**src/rtl/alu_op_sequencer.sv**
```systemverilog
// alu_op_sequencer
// Command sequencer wrapped around the 8-bit combinational ALU. Accepts one
// operation per cmd handshake, registers the ALU operands/opcode, captures the
// ALU result one cycle later and returns it on a valid/ready response port.
// Illegal opcodes (1110/1111) and divide-by-zero are answered directly without
// sampling the ALU. Keeps an accumulator (optionally used as operand A) and a
// count of completed responses.
//
// Ports:
//   clk, rst                 clock, asynchronous active-high reset
//   cmd_valid/cmd_ready      command handshake
//   cmd_op/cmd_a/cmd_b       opcode and operands
//   cmd_use_acc              take operand A from the accumulator
//   alu_operand_a/b, alu_op_code   registered ALU inputs
//   alu_result, alu_carry_out      ALU outputs
//   rsp_valid/rsp_ready      response handshake
//   rsp_result, rsp_carry, rsp_div_zero, rsp_illegal   response payload
//   acc                      accumulator
//   op_count                 completed responses, wraps modulo 256
module alu_op_sequencer (
  input  logic       clk,
  input  logic       rst,
  input  logic       cmd_valid,
  output logic       cmd_ready,
  input  logic [3:0] cmd_op,
  input  logic [7:0] cmd_a,
  input  logic [7:0] cmd_b,
  input  logic       cmd_use_acc,
  output logic [7:0] alu_operand_a,
  output logic [7:0] alu_operand_b,
  output logic [3:0] alu_op_code,
  input  logic [7:0] alu_result,
  input  logic       alu_carry_out,
  output logic       rsp_valid,
  input  logic       rsp_ready,
  output logic [7:0] rsp_result,
  output logic       rsp_carry,
  output logic       rsp_div_zero,
  output logic       rsp_illegal,
  output logic [7:0] acc,
  output logic [7:0] op_count
);

  localparam int unsigned DataW = 8;
  localparam int unsigned OpW   = 4;

  localparam logic [OpW-1:0] OpAdd = OpW'(4'b0000);
  localparam logic [OpW-1:0] OpSub = OpW'(4'b0001);
  localparam logic [OpW-1:0] OpDiv = OpW'(4'b0011);

  typedef enum logic [1:0] {
    S_IDLE    = 2'd0,
    S_EXEC    = 2'd1,
    S_RESPOND = 2'd2
  } state_e;

  state_e           state_q, state_d;
  logic             cmd_ready_q, cmd_ready_d;
  logic             rsp_valid_q, rsp_valid_d;
  logic [DataW-1:0] opa_q, opa_d;
  logic [DataW-1:0] opb_q, opb_d;
  logic [OpW-1:0]   op_q, op_d;
  logic [DataW-1:0] result_q, result_d;
  logic             carry_q, carry_d;
  logic             div_zero_q, div_zero_d;
  logic             illegal_q, illegal_d;
  logic [DataW-1:0] acc_q, acc_d;
  logic [DataW-1:0] count_q, count_d;

  logic cmd_fire;
  logic cmd_is_illegal;
  logic cmd_is_div_zero;

  assign cmd_fire        = cmd_valid && cmd_ready_q;
  assign cmd_is_illegal  = (cmd_op[3:1] == 3'b111);
  assign cmd_is_div_zero = (cmd_op == OpDiv) && (cmd_b == DataW'(0));

  // Next-state and next-output logic; ready/valid depend only on the state.
  always_comb begin
    state_d     = state_q;
    cmd_ready_d = cmd_ready_q;
    rsp_valid_d = rsp_valid_q;
    opa_d       = opa_q;
    opb_d       = opb_q;
    op_d        = op_q;
    result_d    = result_q;
    carry_d     = carry_q;
    div_zero_d  = div_zero_q;
    illegal_d   = illegal_q;
    acc_d       = acc_q;
    count_d     = count_q;

    case (state_q)
      S_IDLE: begin
        if (cmd_fire) begin
          op_d        = cmd_op;
          opa_d       = cmd_use_acc ? acc_q : cmd_a;
          opb_d       = cmd_b;
          cmd_ready_d = 1'b0;
          if (cmd_is_illegal) begin
            result_d    = DataW'(0);
            carry_d     = 1'b0;
            illegal_d   = 1'b1;
            div_zero_d  = 1'b0;
            rsp_valid_d = 1'b1;
            state_d     = S_RESPOND;
          end else if (cmd_is_div_zero) begin
            result_d    = DataW'(8'hFF);
            carry_d     = 1'b0;
            illegal_d   = 1'b0;
            div_zero_d  = 1'b1;
            rsp_valid_d = 1'b1;
            state_d     = S_RESPOND;
          end else begin
            state_d = S_EXEC;
          end
        end
      end

      S_EXEC: begin
        // Carry is only meaningful for ADD/SUB; masked for everything else.
        result_d    = alu_result;
        carry_d     = ((op_q == OpAdd) || (op_q == OpSub)) ? alu_carry_out : 1'b0;
        div_zero_d  = 1'b0;
        illegal_d   = 1'b0;
        acc_d       = alu_result;
        rsp_valid_d = 1'b1;
        state_d     = S_RESPOND;
      end

      S_RESPOND: begin
        if (rsp_ready) begin
          count_d     = count_q + DataW'(1);
          rsp_valid_d = 1'b0;
          cmd_ready_d = 1'b1;
          state_d     = S_IDLE;
        end
      end

      default: begin
        state_d     = S_IDLE;
        cmd_ready_d = 1'b1;
        rsp_valid_d = 1'b0;
      end
    endcase
  end

  // State and output registers.
  always_ff @(posedge clk or posedge rst) begin
    if (rst) begin
      state_q     <= S_IDLE;
      cmd_ready_q <= 1'b1;
      rsp_valid_q <= 1'b0;
      opa_q       <= DataW'(0);
      opb_q       <= DataW'(0);
      op_q        <= OpW'(0);
      result_q    <= DataW'(0);
      carry_q     <= 1'b0;
      div_zero_q  <= 1'b0;
      illegal_q   <= 1'b0;
      acc_q       <= DataW'(0);
      count_q     <= DataW'(0);
    end else begin
      state_q     <= state_d;
      cmd_ready_q <= cmd_ready_d;
      rsp_valid_q <= rsp_valid_d;
      opa_q       <= opa_d;
      opb_q       <= opb_d;
      op_q        <= op_d;
      result_q    <= result_d;
      carry_q     <= carry_d;
      div_zero_q  <= div_zero_d;
      illegal_q   <= illegal_d;
      acc_q       <= acc_d;
      count_q     <= count_d;
    end
  end

  assign cmd_ready     = cmd_ready_q;
  assign rsp_valid     = rsp_valid_q;
  assign alu_operand_a = opa_q;
  assign alu_operand_b = opb_q;
  assign alu_op_code   = op_q;
  assign rsp_result    = result_q;
  assign rsp_carry     = carry_q;
  assign rsp_div_zero  = div_zero_q;
  assign rsp_illegal   = illegal_q;
  assign acc           = acc_q;
  assign op_count      = count_q;

endmodule

```
**config.mk**
```make
export PLATFORM = sky130hd
export DESIGN_NAME = alu_op_sequencer
export DESIGN_NICKNAME = d
export VERILOG_FILES = /design/src/rtl/alu_op_sequencer.sv
export SDC_FILE = /design/constraint.sdc
export NUM_CORES = 1
export LEC_CHECK = 0
export ABC_AREA = 0
export BUFFER_PORTS_ARGS = -buffer_cell sky130_fd_sc_hd__buf_4
export CORE_UTILIZATION = 48
export CTS_CLUSTER_DIAMETER = 200
export CTS_CLUSTER_SIZE = 12
export DETAILED_ROUTE_END_ITERATION = 10
export PLACE_DENSITY = 0.85
export SLEW_MARGIN = 20
export SYNTH_ARGS = -nofsm -noshare
export SYNTH_HDL_FRONTEND = slang
export SYNTH_SLANG_ARGS = --single-unit
```
**constraint.sdc**
```tcl
create_clock -name clk -period 2.1 [get_ports clk]
set_input_delay 0 -clock clk [delete_from_list [all_inputs] [get_ports clk]]
set_output_delay 0 -clock clk [all_outputs]
set_load 0.1 [all_outputs]
```
==> reports/results.tsv, run 1 <==
stage	metric	value	unit
drt	first_iter_violations	119	
logic_synthesis	yosys_warnings	0	
clocking	root_buffer	clkbuf_8	
clocking	cts_setup_buffers	0	
global_route	first_global_vias	1857	
critical_path	start_kind	primary input	
logic_synthesis	postSynthCellCount	199	
global_route	grtUsageTotal	23.7	%
drt	viasPerCell	5.29	
sta	clock.fmax	519	MHz
logic_synthesis	yosys_most_used_dff	dfrtp_1	
sta	rsz0062_at_grt	false	
placed_design	place.detailed.hpwl	3.86	mm
critical_path	ff2ff_path_depth	3	
logic_synthesis	async_flop_share	100	%
clocking	htree_num_levels	2	
clocking	clock_path_buffers	2	
logic_synthesis	synth-edff-count	0	
logic_synthesis	syn-num-nets	234	
sta	relSlewSlack	65.2	%
critical_path	critPathSlowestCell	or4_4	
floorplan	die_h	70.0	µm
min_path	hp-class	in -> reg	
min_path	min_to	alu_operand_a[4]$_DFFE_PP0P_	
clocking	cts_buffers	5	
critical_path	worstPathRequired	2.32	ns
placed_design	finalWeightedCongestion	0.754	
drt	dr.pass1.iters	4	
floorplan	dieArea	4900	µm²
global_route	grt-ovfl-total	0	
sta	slew_violations	0	
finish	layout.nets	343	
floorplan	start_util	50.6	%
min_path	whs_path_depth	3	
global_route	grt_pass1_wl	9.11	mm
min_path	hp-start	cmd_a[4]	
sta	finalClockSkew	0.00781	ns
clocking	cts_tree	yes	
sta	post-route-period-util	91.7	%
logic_synthesis	synth_area	2220	µm²
critical_path	worstPathCellList	dlygate4sd3_1, buf_4, or4_1, or4_4, a211oi_1	
critical_path	reg2reg_to	rsp_result[0]$_DFFE_PP0P_	
critical_path	setup.worst_path.class	in -> reg	
sta	hold_viol_final	0	
logic_synthesis	synth_seq_cells	51	
placed_design	io_buffers	82	
critical_path	critPathArrivalTime	2.15	ns
critical_path	rr_startpoint	cmd_ready$_DFFE_PP1P_	
clocking	clkSlewWorstSetupHoldPaths	0.10	ns
floorplan	io_pins	83	
global_route	grt_antenna_before_repair	0	
job	maxCapViolCount	0	
drt	wire_per_inst	15.5	µm
drt	drc_errors	0	
logic_synthesis	avgSynthCellArea	11.1	µm²
global_route	grt_max_degree	30	
logic_synthesis	synth-seq-area-share	57.6	%
finish	antenna_cells	0	
critical_path	crit_fanout	13	
finish	area_growth	48.4	%
drt	via_count	1911	
floorplan	core	4380	µm²
sta	setup_violations	0	
finish	drive_gt1_share	37.5	%
sta	worst_pin_slew	0.521	ns
floorplan	rows	24	
sta	finalSetupTns	0	ns
critical_path	worstSetupEndpointType	flip-flop	
clocking	postCtsResizedCells	0	
drt	drt-total-wl	5.58	mm
clocking	clk_latency	0.31	ns
floorplan	fp.dieW	70.0	µm
critical_path	r2r_slack	0.31	ns
sta	period_minus_slack	1.93	ns
critical_path	crit_path_max_incr_delay	0.63	ns
logic_synthesis	ys_types	37	
clocking	cts_sinks	51	
outcome	status	complete, no violations	
drt	ant_nets	0	
## per-stage QoR
step | hold slack, ns | instance area, µm² | cells | setup WS (ns) | utilization, %
2_1_floorplan | 0.105 | 2220 | 199 | 0.118 | -
3_3_place_gp | 0.0580 | 2920 | 330 | 0.384 | 66.7
3_5_place_dp | 0.0728 | 2920 | 330 | 0.336 | 66.7
4_1_cts | 0.00178 | 3290 | 361 | 0.194 | 75.0
5_1_grt | 0.0219 | 3290 | 361 | 0.150 | 75.0
6_report | 0.00257 | 3290 | 361 | 0.174 | 75.0
## state kept, by name (all words and copies together) (netlist names), 2 cells and up
name / flops
state_q: 2
alu_operand_b: 8
rsp_result: 8
acc: 8
alu_op_code: 4
op_count: 8
alu_operand_a: 8
## worst max-delay path by stage
| stage | from | to | slack [ns] | cells after the start |
|---|---|---|---|---|
| 2_1_floorplan | cmd_ready$_DFFE_PP1P_ | rsp_result[1]$_DFFE_PP0P_ | 0.12 | 4 |
| 3_3_place_gp | cmd_ready$_DFFE_PP1P_ | rsp_carry$_DFFE_PP0P_ | 0.38 | 3 |
| 3_5_place_dp | cmd_ready$_DFFE_PP1P_ | rsp_result[0]$_DFFE_PP0P_ | 0.34 | 3 |
| 4_1_cts | cmd_b[4] | rsp_result[0]$_DFFE_PP0P_ | 0.19 | 5 |
| 5_1_grt | cmd_b[4] | rsp_result[0]$_DFFE_PP0P_ | 0.15 | 5 |
| 6_report | cmd_b[4] | rsp_result[0]$_DFFE_PP0P_ | 0.17 | 5 |
## cells by family after synthesis
group                    share of synthesized area, %
multiplexers                                     10.2
flip-flops                                       57.6
adder cells (fa/ha/maj)                         0.564
AO/OA/AOI/OAI                                    8.69
XOR/XNOR                                         2.77
buffers and inverters                            2.60
AND/OR/NAND/NOR                                  17.6
## cell usage in the layout (no fill, tap or decap), drive strengths merged, types with 4 or more instances in the layout
cell type    Yosys  layout
buf              3      89
dfrtp           50      50
nor2            30      30
nand2           28      28
dlygate4sd3      0      23
mux2            13      13
a21oi           10      10
mux2i            8       8
a211oi           8       8
xor2             5       5
clkbuf           7       5
nor3             4       4
## final cells by class
cell class / instances / area (µm²)
Inverter: 3 / 11.3
Clock inverter: 3 / 67.6
Clock buffer: 5 / 68.8
Sequential cell: 51 / 1280
Tap cell: 52 / 65.1
Fill cell: 308 / 1090
Multi-Input combinational cell: 135 / 897
Timing Repair Buffer: 112 / 898
## per-layer routing
layer	part of all wire, %	wire length (µm)	global-route usage, %	vias up
li1	-	-	-	902
met1	42	2350	31.2	918
met2	51	2830	39.0	83
met3	6.4	357	5.34	8
met4	0.82	46	8.00	0
met5	0	0	0	-
## synthesized netlist by cell type (2+ instances only)
master | count | share of area (%)
nor2_1 | 30 | 5.1
a211oi_1 | 2 | 0.68
mux2i_1 | 8 | 3.6
mux2_2 | 6 | 3.0
nand3_1 | 3 | 0.68
nand4b_1 | 2 | 0.79
xnor2_1 | 2 | 0.79
inv_1 | 3 | 0.51
a21oi_1 | 10 | 2.3
nor3_1 | 3 | 0.68
nand3b_1 | 3 | 1.0
o21ai_0 | 3 | 0.68
a211oi_2 | 6 | 3.4
dfrtp_1 | 50 | 56
or4_4 | 2 | 1.0
nand2_1 | 28 | 4.7
xor2_1 | 5 | 2.0
mux2_1 | 7 | 3.6
clkbuf_1 | 7 | 1.2
o211a_1 | 2 | 0.90
## critical path, delay by kind of cell
family | cells | cell delay, ns
AOI/OAI and AO/OA | 1 | 0.28
and+or+nand+nor | 2 | 1.20
buffers and inverters | 2 | 0.67
## what timing repair did
action                                  in CTS  in global routing
hold buffers                                23                  0
endpoints found under the hold margin       45                  0
endpoints found under the setup margin       0                  0
Power of run 1 is not shown: default switching activity piles up to over one toggle a cycle in this logic, so the estimate is an artifact.
==> run 2, diff against run 1 <==
==> constraint.sdc (replaced) <==
create_clock -name clk -period 2.1 [get_ports clk]
set_input_delay 0.105 -clock clk [delete_from_list [all_inputs] [get_ports clk]]
set_output_delay 0.105 -clock clk [all_outputs]
set_load 0.1 [all_outputs]
==> run 2 against run 1 <==
Against the previous run:
- highest routed layer unchanged
- sequential share of layout area is 3.2 points higher
- via count is 4.9% lower
- maximum frequency is 7.4% higher
- clock skew is 0.00091 ns lower
==> reports/results.tsv, run 2 (same netlist as run 1, synthesis figures left out) <==
stage	metric	value	unit	change
outcome	status	complete, no violations		unchanged
clocking	clkSlewWorstSetupHoldPaths	0.09	ns	was 0.10 ns
critical_path	worst-path-buf-inv	0		was 2
placed_design	io_buffers	82		unchanged
global_route	first_global_vias	1804		was 1,857
critical_path	crit_path_max_incr_delay	0.67	ns	was 0.63 ns
sta	clock.fmax	558	MHz	was 519 MHz
critical_path	crit_end	rsp_result[0]$_DFFE_PP0P_		unchanged
floorplan	core	4380	µm²	unchanged
sta	finalSetupTns	0	ns	unchanged
drt	dr.pass1.iters	4		unchanged
finish	final_common_cell	buf_4		unchanged
sta	finalClockSkew	0.00690	ns	was 0.00781 ns
placed_design	place.detailed.hpwl	3.79	mm	was 3.86 mm
placed_design	finalWeightedCongestion	0.789		was 0.754
clocking	cts_tree	yes		unchanged
critical_path	crit_fanout	13		unchanged
critical_path	worstPathCellList	nand3b_1, or4_4, a211oi_1		was dlygate4sd3_1, buf_4, or4_1, or4_4, a211oi_1
global_route	grtUsageTotal	21.9	%	was 23.7%
clocking	root_buffer	clkbuf_8		unchanged
finish	drive_gt1_share	40.2	%	was 37.5%
sta	worst_pin_slew	0.458	ns	was 0.521 ns
finish	layout.nets	321		was 343
sta	period_minus_slack	1.79	ns	was 1.93 ns
floorplan	io_pins	83		unchanged
drt	viasPerCell	5.38		was 5.29
sta	slew_violations	0		unchanged
critical_path	ff2ff_path_depth	3		unchanged
critical_path	worstSetupEndpointType	flip-flop		unchanged
sta	setup_violations	0		unchanged
clocking	cts_sinks	51		unchanged
clocking	htree_num_levels	2		unchanged
floorplan	start_util	50.6	%	unchanged
clocking	cts_buffers	5		unchanged
drt	drc_errors	0		unchanged
min_path	hp-class	in -> reg		unchanged
drt	via_count	1817		was 1,911
job	maxCapViolCount	0		unchanged
critical_path	start_kind	flip-flop		was primary input
floorplan	dieArea	4900	µm²	unchanged
critical_path	setup.worst_path.class	reg -> reg		was in -> reg
drt	ant_nets	0		unchanged
critical_path	reg2reg_to	rsp_result[0]$_DFFE_PP0P_		unchanged
critical_path	critical_path_depth	3		was 5
critical_path	crit_start	cmd_ready$_DFFE_PP1P_		was cmd_b[4]
clocking	clk_latency	0.29	ns	was 0.31 ns
drt	drt-total-wl	4.97	mm	was 5.58 mm
sta	relSlewSlack	69.5	%	was 65.2%
critical_path	r2r_slack	0.31	ns	about the same
critical_path	rr_startpoint	cmd_ready$_DFFE_PP1P_		unchanged
floorplan	rows	24		unchanged
finish	final_cell_mix	buf_4 (89), dfrtp_1 (50), nor2_1 (30), nand2_1 (28), a21oi_1 (10)		was buf_4 (89), dfrtp_1 (50), nor2_1 (30), nand2_1 (28), dlygate4sd3_1 (23)
global_route	grt_pass1_wl	8.54	mm	was 9.11 mm
sta	post-route-period-util	85.4	%	was 91.7%
critical_path	critPathArrivalTime	2.00	ns	was 2.15 ns
floorplan	fp.dieW	70.0	µm	unchanged
sta	rsz0062_at_grt	false		unchanged
drt	wire_per_inst	14.7	µm	was 15.5 µm
finish	area_growth	37.1	%	was 48.4%
global_route	grt_max_degree	30		unchanged
finish	antenna_cells	0		unchanged
global_route	grt-ovfl-total	0		unchanged
drt	first_iter_violations	94		was 119
global_route	grt_antenna_before_repair	0		unchanged
critical_path	critPathSlowestCell	or4_4		unchanged
sta	hold_viol_final	0		unchanged
floorplan	die_h	70.0	µm	unchanged
critical_path	cp_top_family	simple AND/OR/NAND/NOR gates		unchanged
clocking	clock_path_buffers	2		unchanged
critical_path	worstPathRequired	2.30	ns	was 2.32 ns
-- run 2: cell types whose count changed in the layout (fill, tap and decap cells not counted), sizes merged --
cell,before,now
dlygate4sd3,23,1
bufinv,2,1
-- run 2: worst min-delay path by stage --
stage                              from                      end  cells after the start
final                     alu_result[3]       acc[3]$_DFFE_PP0P_                      3
after global routing      alu_result[4]       acc[4]$_DFFE_PP0P_                      3
after CTS                 alu_result[3]       acc[3]$_DFFE_PP0P_                      3
after detailed placement            rst  op_count[0]$_DFFE_PP0P_                      2
after global placement              rst  op_count[1]$_DFFE_PP0P_                      2
after floorplan           alu_result[0]       acc[0]$_DFFE_PP0P_                      2
-- run 2: stage by stage --
stage	instance area, µm²	setup slack [ns]	cells	util [%]	hold WS, ns
after floorplan	2220	0.118	199	-	0.210
after global placement	2920	0.346	330	66.7	0.152
after detailed placement	2920	0.292	330	66.7	0.157
after CTS	3040	0.293	338	69.3	0.00701
after global routing	3040	0.248	338	69.3	0.0161
final	3040	0.307	338	69.3	0.0121
-- run 2: metal layers --
| metal | vias up | share of wire [%] | routed length (µm) | global-route usage (%) |
|---|---|---|---|---|
| met3 | 2 | 6.4 | 316 | 5.19 |
| li1 | 854 | - | - | - |
| met1 | 896 | 44 | 2180 | 29.8 |
| met5 | - | 0 | 0 | 0 |
| met4 | 0 | 0.38 | 19 | 5.33 |
| met2 | 65 | 49 | 2460 | 35.7 |
-- run 2: repair_timing --
| action | in CTS | in global routing |
|---|---|---|
| endpoints found under the hold margin | 20 | 0 |
| gates resized for setup | 0 | 0 |
| hold buffers | 1 | 0 |
| setup buffers | 0 | 0 |
-- run 2: tightest hold or removal path: stages --
cell     delay, ns
buf_4         0.08
nand2_1       0.04
nand2_1       0.05
-- run 2: cell type report --
class / instances / area (µm²)
Tap cell: 52 / 65.1
Fill cell: 342 / 1350
Timing Repair Buffer: 90 / 678
Sequential cell: 51 / 1280
Clock inverter: 2 / 37.5
Multi-Input combinational cell: 135 / 897
Inverter: 3 / 11.3
Clock buffer: 5 / 68.8
Power of run 2 is left out for the same reason.
